`src/rtl/pe_pkg.sv`:
```
// Shared constants for the PE stream feeder: default parameter values and
// the FSM state encoding used by pe_stream_feeder.
package pe_pkg;

   localparam int DEF_DATA_WIDTH = 4;
   localparam int DEF_ACC_WIDTH  = 16;
   localparam int DEF_DEPTH      = 16;
   localparam int DEF_PE_LATENCY = 3;

   // Feeder FSM states
   localparam logic [1:0] ST_IDLE   = 2'd0;
   localparam logic [1:0] ST_STREAM = 2'd1;
   localparam logic [1:0] ST_WAIT   = 2'd2;

endpackage

```
`src/rtl/pe_operand_buf.sv`:
```
// Dual operand buffer (A and B) for the PE stream feeder.
// One write port steered by wr_sel, combinational read of A and B at the
// same index. Contents are deliberately not reset so operands survive a
// clr_n pulse and can be reused by later commands.
module pe_operand_buf
   import pe_pkg::*;
#(
   parameter int DATA_WIDTH = DEF_DATA_WIDTH,
   parameter int DEPTH      = DEF_DEPTH
)(
   input  logic                     clk,
   input  logic                     wr_en,
   input  logic                     wr_sel,
   input  logic [$clog2(DEPTH)-1:0] wr_addr,
   input  logic [DATA_WIDTH-1:0]    wr_data,
   input  logic [$clog2(DEPTH)-1:0] rd_addr,
   output logic [DATA_WIDTH-1:0]    rd_a,
   output logic [DATA_WIDTH-1:0]    rd_b
);

   logic [DATA_WIDTH-1:0] mem_a [DEPTH];
   logic [DATA_WIDTH-1:0] mem_b [DEPTH];

   // Single write port: wr_sel picks the A or B bank
   always_ff @(posedge clk) begin
      if (wr_en && !wr_sel) mem_a[wr_addr] <= wr_data;
      if (wr_en &&  wr_sel) mem_b[wr_addr] <= wr_data;
   end

   assign rd_a = mem_a[rd_addr];
   assign rd_b = mem_b[rd_addr];

endmodule

```
`src/rtl/pe_stream_feeder.sv`:
```
// PE stream feeder: streams A[i]/B[i] operand pairs into a dot-product PE
// as registered beats (start on beat 0, last on beat len-1), then waits for
// the PE result, captures it in res and pulses done.
// Optional build macro PE_FEEDER_WATCHDOG_EN adds a WAIT-state watchdog that
// sets the sticky err flag and aborts to IDLE when the PE never answers.
// Handshake: a command is accepted on a cycle where cmd_valid && cmd_ready;
// cmd_ready is high only in IDLE, and cmd_len is sampled on that cycle.
module pe_stream_feeder
   import pe_pkg::*;
#(
   parameter int DATA_WIDTH = DEF_DATA_WIDTH,
   parameter int ACC_WIDTH  = DEF_ACC_WIDTH,
   parameter int DEPTH      = DEF_DEPTH,
   parameter int PE_LATENCY = DEF_PE_LATENCY
)(
   input  logic                     clk,
   input  logic                     clr_n,
   input  logic                     wr_en,
   input  logic                     wr_sel,
   input  logic [$clog2(DEPTH)-1:0] wr_addr,
   input  logic [DATA_WIDTH-1:0]    wr_data,
   input  logic                     cmd_valid,
   input  logic [$clog2(DEPTH):0]   cmd_len,
   output logic                     cmd_ready,
   input  logic                     hold,
   output logic                     pe_start,
   output logic                     pe_valid_in,
   output logic                     pe_last,
   output logic [DATA_WIDTH-1:0]    pe_a,
   output logic [DATA_WIDTH-1:0]    pe_b,
   input  logic [ACC_WIDTH-1:0]     pe_c,
   input  logic                     pe_output_valid,
   output logic [ACC_WIDTH-1:0]     res,
   output logic                     done,
   output logic                     err,
   output logic [1:0]               dbg_state
);

   localparam int AW = $clog2(DEPTH);
   localparam int LW = AW + 1;
   localparam logic [LW-1:0] MAX_LEN = LW'(DEPTH);

   logic [1:0]            state;
   logic [LW-1:0]         len;
   logic [LW-1:0]         idx;
   logic [LW-1:0]         len_clamped;
   logic [DATA_WIDTH-1:0] rd_a;
   logic [DATA_WIDTH-1:0] rd_b;
   logic                  accept;
   logic                  buf_we;
   logic                  beat;
   logic                  last_beat;
   logic                  wd_fire;

   assign cmd_ready   = (state == ST_IDLE);
   assign accept      = cmd_valid & cmd_ready;
   assign buf_we      = wr_en & (state == ST_IDLE);
   assign len_clamped = (cmd_len > MAX_LEN) ? MAX_LEN : cmd_len;
   assign beat        = (state == ST_STREAM) & ~hold;
   assign last_beat   = beat & (idx == (len - 1'b1));
   assign dbg_state   = state;

   pe_operand_buf #(
      .DATA_WIDTH (DATA_WIDTH),
      .DEPTH      (DEPTH)
   ) u_buf (
      .clk     (clk),
      .wr_en   (buf_we),
      .wr_sel  (wr_sel),
      .wr_addr (wr_addr),
      .wr_data (wr_data),
      .rd_addr (idx[AW-1:0]),
      .rd_a    (rd_a),
      .rd_b    (rd_b)
   );

`ifdef PE_FEEDER_WATCHDOG_EN
   localparam int WDW = $clog2(PE_LATENCY + 3);
   localparam logic [WDW-1:0] WD_LAST = WDW'(PE_LATENCY + 1);

   logic [WDW-1:0] wd_cnt;

   // Fires on the cycle the count reaches PE_LATENCY+2 cycles spent in WAIT
   assign wd_fire = (state == ST_WAIT) & ~pe_output_valid & (wd_cnt == WD_LAST);

   // Watchdog count of WAIT cycles, cleared on the last beat; err is sticky
   always_ff @(posedge clk or negedge clr_n) begin
      if (!clr_n) begin
         wd_cnt <= '0;
         err    <= 1'b0;
      end else begin
         if (last_beat)
            wd_cnt <= '0;
         else if (state == ST_WAIT && !pe_output_valid)
            wd_cnt <= wd_cnt + 1'b1;
         if (wd_fire)
            err <= 1'b1;
      end
   end
`else
   assign wd_fire = 1'b0;
   assign err     = 1'b0;
`endif

   // Control FSM: command acceptance, beat index, result capture and done
   always_ff @(posedge clk or negedge clr_n) begin
      if (!clr_n) begin
         state <= ST_IDLE;
         len   <= '0;
         idx   <= '0;
         res   <= '0;
         done  <= 1'b0;
      end else begin
         done <= 1'b0;
         case (state)
            ST_IDLE: begin
               if (accept) begin
                  if (len_clamped == '0) begin
                     // Empty vector: answer immediately, no beats
                     res  <= '0;
                     done <= 1'b1;
                  end else begin
                     len   <= len_clamped;
                     idx   <= '0;
                     state <= ST_STREAM;
                  end
               end
            end
            ST_STREAM: begin
               if (beat) begin
                  idx <= idx + 1'b1;
                  if (last_beat) state <= ST_WAIT;
               end
            end
            ST_WAIT: begin
               if (pe_output_valid) begin
                  res   <= pe_c;
                  done  <= 1'b1;
                  state <= ST_IDLE;
               end else if (wd_fire) begin
                  done  <= 1'b1;
                  state <= ST_IDLE;
               end
            end
            default: state <= ST_IDLE;
         endcase
      end
   end

   // Registered beat outputs; operands hold their value between beats
   always_ff @(posedge clk or negedge clr_n) begin
      if (!clr_n) begin
         pe_valid_in <= 1'b0;
         pe_start    <= 1'b0;
         pe_last     <= 1'b0;
         pe_a        <= '0;
         pe_b        <= '0;
      end else begin
         pe_valid_in <= beat;
         pe_start    <= beat & (idx == '0);
         pe_last     <= last_beat;
         if (beat) begin
            pe_a <= rd_a;
            pe_b <= rd_b;
         end
      end
   end

endmodule

```
`config.mk`:
```
export PLATFORM = sky130hd
export DESIGN_NAME = pe_stream_feeder
export DESIGN_NICKNAME = d
export VERILOG_FILES = /design/src/rtl/pe_pkg.sv /design/src/rtl/pe_operand_buf.sv /design/src/rtl/pe_stream_feeder.sv
export SDC_FILE = /design/constraint.sdc
export NUM_CORES = 1
export LEC_CHECK = 0
export ABC_AREA = 1
export ABC_CLOCK_PERIOD_IN_PS = 2100
export CAP_MARGIN = 20
export CORE_ASPECT_RATIO = 0.75
export CORE_MARGIN = 10
export CORE_UTILIZATION = 40
export CTS_CLUSTER_SIZE = 8
export DETAILED_ROUTE_END_ITERATION = 6
export GPL_ROUTABILITY_DRIVEN = 1
export SLEW_MARGIN = 40
export SYNTH_ARGS = -nofsm -noshare
export SYNTH_HDL_FRONTEND = slang
export SYNTH_SLANG_ARGS = --single-unit
```
`constraint.sdc`:
```
create_clock -name clk -period 2.1 [get_ports clk]
set_input_delay 0.315 -clock clk [delete_from_list [all_inputs] [get_ports clk]]
set_output_delay 0.315 -clock clk [all_outputs]
set_load 0.02 [all_outputs]
```
* Word-level counts from Yosys, hierarchy flattened
Memories as Yosys holds them, arrays and structs flattened. A register that Yosys moved wholly into a read port is not among the register bits.
Index checks and enable logic that the tools add are counted.
** Storage, ports and cells
- Bits in registers :: 32
- Bits in latches :: 0
- RAM bits :: 128
- Bits in read-only memories :: 0
- Input bits :: 36
- Output and inout port bits :: 32
- Logic and storage cells :: 66
- Memories :: 2
** Memory list
- u_buf.mem_a :: words 16, width 4, rd ports 1, clocked after memory_dff 1, wr ports 1, line pe_operand_buf.sv:21 : logic [DATA_WIDTH-1:0] mem_a [DEPTH];
- u_buf.mem_b :: words 16, width 4, rd ports 1, clocked after memory_dff 1, wr ports 1, line pe_operand_buf.sv:22 : logic [DATA_WIDTH-1:0] mem_b [DEPTH];
** Operators by class
- Add/subtract/negate cells :: 2
- $mul :: 0
- Divide/modulo/power cells :: 0
- $lt $le $gt $ge :: 1
- Equality and inequality tests :: 9
- Shift-type cells :: 0
- Multiplexer cells :: 23
- Bitwise gates (word level) :: 7
- Reduce and logical (&&, ||, !) cells :: 14
** Operator list (count)
- 2-to-1 mux 16 bit :: 3
- one-hot mux 16 bit (2 select lines) :: 1
- 2-to-1 mux 5 bit :: 4
- zero test 5 bit :: 2
- 2-to-1 mux 2 bit :: 5
- one-hot mux 5 bit (2 select lines) :: 1
- inequality test 2 bit, second input constant :: 4
- AND reduction 4 bit :: 2
- 2-to-1 mux 1 bit :: 7
- one-hot mux 2 bit (3 select lines) :: 1
- adder 5 x 1 -> 5 bit, second input constant :: 1
- AND 1 bit :: 5
- == test 5 bit :: 1
- greater-than comparator 5 bit, second input constant :: 1
- AND reduction 5 bit :: 1
- subtractor 5 x 1 -> 5 bit, second input constant :: 1
- inequality test 2 x 1 -> 1 bit, second input constant :: 2
- nonzero test 2 bit :: 2
- zero test 1 bit :: 3
- AND reduction 3 bit :: 1
- == test 2 x 1 -> 1 bit, second input constant :: 1
- == test 2 bit, second input constant :: 1
- logical AND 1 bit :: 2
- zero test 2 bit :: 1
- 2 further kinds :: 3

* Logic depth before layout (Yosys ltp)
- Depth in word-level cells :: 6
- Gate-level depth with buffers :: 10
- Gate-level depth less buffers :: 10

* Cells and area by module
Synthesis repeated with hierarchy kept, for this count alone.
** Second synthesis, totals
- Cell total of the unflattened synthesis :: 805
- Area, all modules :: 7623.6 um2
** Modules (own cells, without submodules)
- pe_operand_buf :: times used 1, cells an instance 583, area an instance 5755.5 um2, seq. area each 3843.7 um2
- pe_stream_feeder :: times used 1, cells an instance 222, area an instance 1868.0 um2, seq. area each 1001.0 um2

* Least setup slack after synthesis
Ideal clock, no wire load.
- Kind :: reg-to-reg
- From :: reg state[0], in the netlist dbg_state[0]
- To :: mem u_buf.mem_a[15][0] (netlist bit) (enable)
- Setup time :: 0.329 ns
- Arrival :: 1.405 ns
- Required time :: 1.771 ns
- Slack :: 0.365 ns
- Stages on the path, launching flop included :: 5
- Path buffers :: 1
- Period minus slack after synthesis :: 1.735 ns
- Path through :: dfrtp_1 > nor2_4 > nand3b_1 > clkbuf_1 > nor2_1
** Between the ends
- Longest elaborated chain between the ends :: 5
** Ends and longest elaborated chain
- start: declaration :: line pe_stream_feeder.sv:43 : logic [1:0] state;
- start signal: assignment :: line pe_stream_feeder.sv:108 : state <= ST_IDLE;
- start signal: assignment :: line pe_stream_feeder.sv:125 : state <= ST_STREAM;
- start signal: assignment :: line pe_stream_feeder.sv:132 : if (last_beat) state <= ST_WAIT;
- zero test 2 bit
- via cmd_ready :: line pe_stream_feeder.sv:24 : output logic cmd_ready,
- AND 1 bit :: line pe_stream_feeder.sv:57 : assign buf_we = wr_en & (state == ST_IDLE);
- logical AND 1 bit :: line pe_operand_buf.sv:26 : if (wr_en && !wr_sel) mem_a[wr_addr] <= wr_data;
- 2-to-1 mux 1 bit :: line pe_operand_buf.sv:26
- 2-to-1 mux 1 bit (not written as such) :: line pe_operand_buf.sv:26
- end: declaration :: line pe_operand_buf.sv:21
The timed path passes the listed nets, and every way through them passes these cells.

* Worst setup path after layout
- From :: reg state[0], in the netlist dbg_state[0]
- To :: out cmd_ready
** Between the ends
- Longest elaborated chain between the ends :: 1
** Ends and longest elaborated chain
- zero test 2 bit :: line pe_stream_feeder.sv:55 : assign cmd_ready = (state == ST_IDLE);
- end: declaration :: line pe_stream_feeder.sv:24
No other way between the ends.

==> results by group <==
Run status
  – Status: complete, no violations

Timing
  – Hold Violations, Final: 0
  – Worst Tran Pin Value: 0.600 ns
  – Final clock skew: 0.00862 ns
  – Sum Neg Setup Slack: 0 ns
  – RSZ-0062 raised after global routing: no
  – F_max: 499 MHz
  – Final setup fails: 0
  – Final Hold Slack: 0.449 ns
  – Final Critical Period: 2.00 ns
  – Worst rel slew slack: 60.0%
  – Final Max Tran Viols: 0
  – Period utilization: 95.4%

Drt
  – DR vias: 5260
  – Wire per inst: 16.3 um
  – DRC viols: 0
  – Routed WL: 18100 um
  – Routed vias/inst: 4.73
  – Detail Route Antenna Nets: 0
  – TritonRoute pass-1 iters: 5
  – Drt initial violations: 457

Synth
  – FFs w/ async S/R, synth: 23.8%
  – Post-synth top flop: edfxtp_1
  – Synth cell types: 27
  – Adder-cell share of the synthesized area: 0.503%
  – Compound-Gate Fraction of Synth Area: 3.46%
  – #FFs+latches synth: 168
  – Synthesized Nets: 812
  – Main combinational cell family by area after synthesis: simple AND/OR/NAND/NOR gates
  – Post-Syn Area per Cell: 9.65 um^2
  – Cell Area, Synth: 0.00746 mm^2
  – Synth Area in Simple Gates: 21.9%
  – Cells after Synth: 773
  – Cell taking the most area after synthesis: edfxtp_1
  – Post-synth EDFFs: 128
  – Mux contribution to synthesized area: 0%
  – Synth area leaders: edfxtp_1 52%, dfrtp_1 13%, nand2_1 10%, nand3_1 7.7%, inv_1 6.3%
  – Share of the synthesized area in the top cell type: 51.5%
  – Post-Synth XOR/XNOR Area: 0.352%
  – Ys Warns: 0
  – Register area share after synthesis: 65.0%

Critical path
  – CP arrival: 1.69 ns
  – Max Fanout on Critical Path: 5
  – Critical path's largest stage delay: 0.63 ns
  – Slowest cell on the critical path: clkdlybuf4s50_1
  – Worst Setup End Kind: output pin
  – Critical-path cell list: nor2_4 -> clkdlybuf4s50_1
  – Worst setup path start: dbg_state[0]
  – Worst R2R Path Depth: 8
  – Startpoint types: flip-flop
  – Data required time of the critical path: 1.78 ns
  – Worst setup path class: reg2out
  – R2R Path Start: idx[0]

Clock tree
  – # clock sinks: 168
  – CTS tree: done
  – Worst-Skew Late Latency: 0.43 ns
  – H-tree depth: 4
  – Post-CTS Setup Inserts: 0
  – Max Root-Sink Buffers: 2
  – CTS Hold Bufs: 1
  – Reg clk slew, reported paths: 0.06 ns
  – CTS Buf Count: 17
  – Root Buffer: clkbuf_16
  – # resized after CTS: 0

Die
  – Total core area: 0.0184 mm^2
  – Die height: 138 um
  – DIE AREA: 0.0246 mm^2
  – # rows: 43
  – I/O Pins: 68
  – Chip width: 178 um
  – Initial core utilization: 40.5%

Final layout
  – Most common cell after layout, fill and taps aside: nand2_1
  – Commonest non-fill, non-tap cells in the layout: 202 x nand2_1, 128 x edfxtp_1, 126 x inv_1
  – Antenna cells: 0
  – Share of cells above drive strength 1: 8.55%
  – Syn-to-layout area delta: 22.0%
  – Nets: 891

Global routing
  – First-pass GRT wire length: 28700 um
  – Initial antenna violation count: 0
  – Pin count of the biggest net entering global routing: 44
  – Overflow after GRT: 0
  – Total global-route track usage: 15.1%
  – Vias in the first global route: 5045

Place
  – Gpl congestion: 0.840
  – Final HPWL DP: 12200 um
  – IO buf count: 66

Hold path
  – Hold Path Class: in2async

Flow run
  – # Max-Cap Violations: 0

Pwr
  – Pleak: 3.89 nW
  – PwrDens: 1220 mW/mm^2
  – Peak VDD IR: 0.650 mV
==> synthesized netlist by cell type, types with 2 or more instances <==
| cell | count |
|---|---|
| a21oi_1 | 27 |
| buf_2 | 19 |
| buf_4 | 5 |
| clkbuf_1 | 8 |
| dfrtp_1 | 40 |
| edfxtp_1 | 128 |
| ha_1 | 3 |
| inv_1 | 126 |
| inv_2 | 4 |
| nand2_1 | 202 |
| nand3_1 | 115 |
| nor2_1 | 54 |
| nor2_4 | 2 |
| o21ai_0 | 11 |
| o21ai_1 | 9 |
| or2_2 | 8 |
| xor2_1 | 2 |
==> sequential cells by signal, summed over array words and instances, names as in the netlist, 2 cells and up <==
name and cells:
u_buf.mem_a 64, pe_a 4, dbg_state 2, u_buf.mem_b 64
len 5, pe_b 4, idx 5, res 16
==> final cells by class <==
class / instances / area [um^2]
repair buffers: 92 / 891
flip-flops and latches: 168 / 4850
clock buffers: 23 / 520
clock inverters: 9 / 78.8
fillers: 1713 / 9300
inverters: 131 / 492
multi-input cells: 442 / 1960
well taps: 247 / 309
==> power by group <==
part           total [mW]  switching, mW  leakage [nW]  internal (mW)
clock                3.10           1.32         0.289           1.77
combinational        3.86           2.44          2.01           1.41
sequential           4.11          0.208          1.60           3.90
total                11.1           3.98          3.89           7.09
==> stage by stage <==
stage          setup slack [ns]  area [um^2]  std cells  util [%]  power, mW
2_1_floorplan             0.365         7460        773         -       6.56
3_3_place_gp              0.149         8490       1079      46.1       8.02
3_5_place_dp              0.100         8490       1079      46.1       8.05
4_1_cts                  0.0638         9100       1112      49.4       11.2
5_1_grt                  0.0252         9100       1112      49.4       11.7
6_report                 0.0967         9100       1112      49.4       11.1
==> final timing paths <==
check	end	slack (ns)
max in group asynchronous	pe_last	1.05
setup reg to reg	pe_b[3]	0.44
setup / recovery	cmd_ready	0.1
min in group clk	res[0]	0.45
hold / removal	res[9]	0.45
hold reg to reg	res[10]	0.52
==> kinds of logic after synthesis <==
| family | after synthesis |
|---|---|
| simple gates | 385 |
| flops | 168 |
| buf+inv | 163 |
| compound gates | 50 |
| xor+xnor | 3 |
| fa+ha+maj | 3 |
| other cells | 1 |
==> layer usage <==
metal / part of all wire, % / wire (um) / up-vias / track usage, %
li1: - / - / 2646 / -
met1: 49 / 8860 / 2515 / 21.4
met2: 46 / 8290 / 88 / 22.8
met3: 4.3 / 779 / 11 / 3.18
met4: 0.89 / 161 / 0 / 3.94
met5: 0 / 0 / - / 0
==> critical path, delay by kind of cell, from the launching register on <==
kind                   cells  cell delay [ns]
and+or+nand+nor            1             0.18
DFF                        1             0.45
buffers and inverters      1             0.63
No activity file was read; power rests on OpenSTA's default activity.
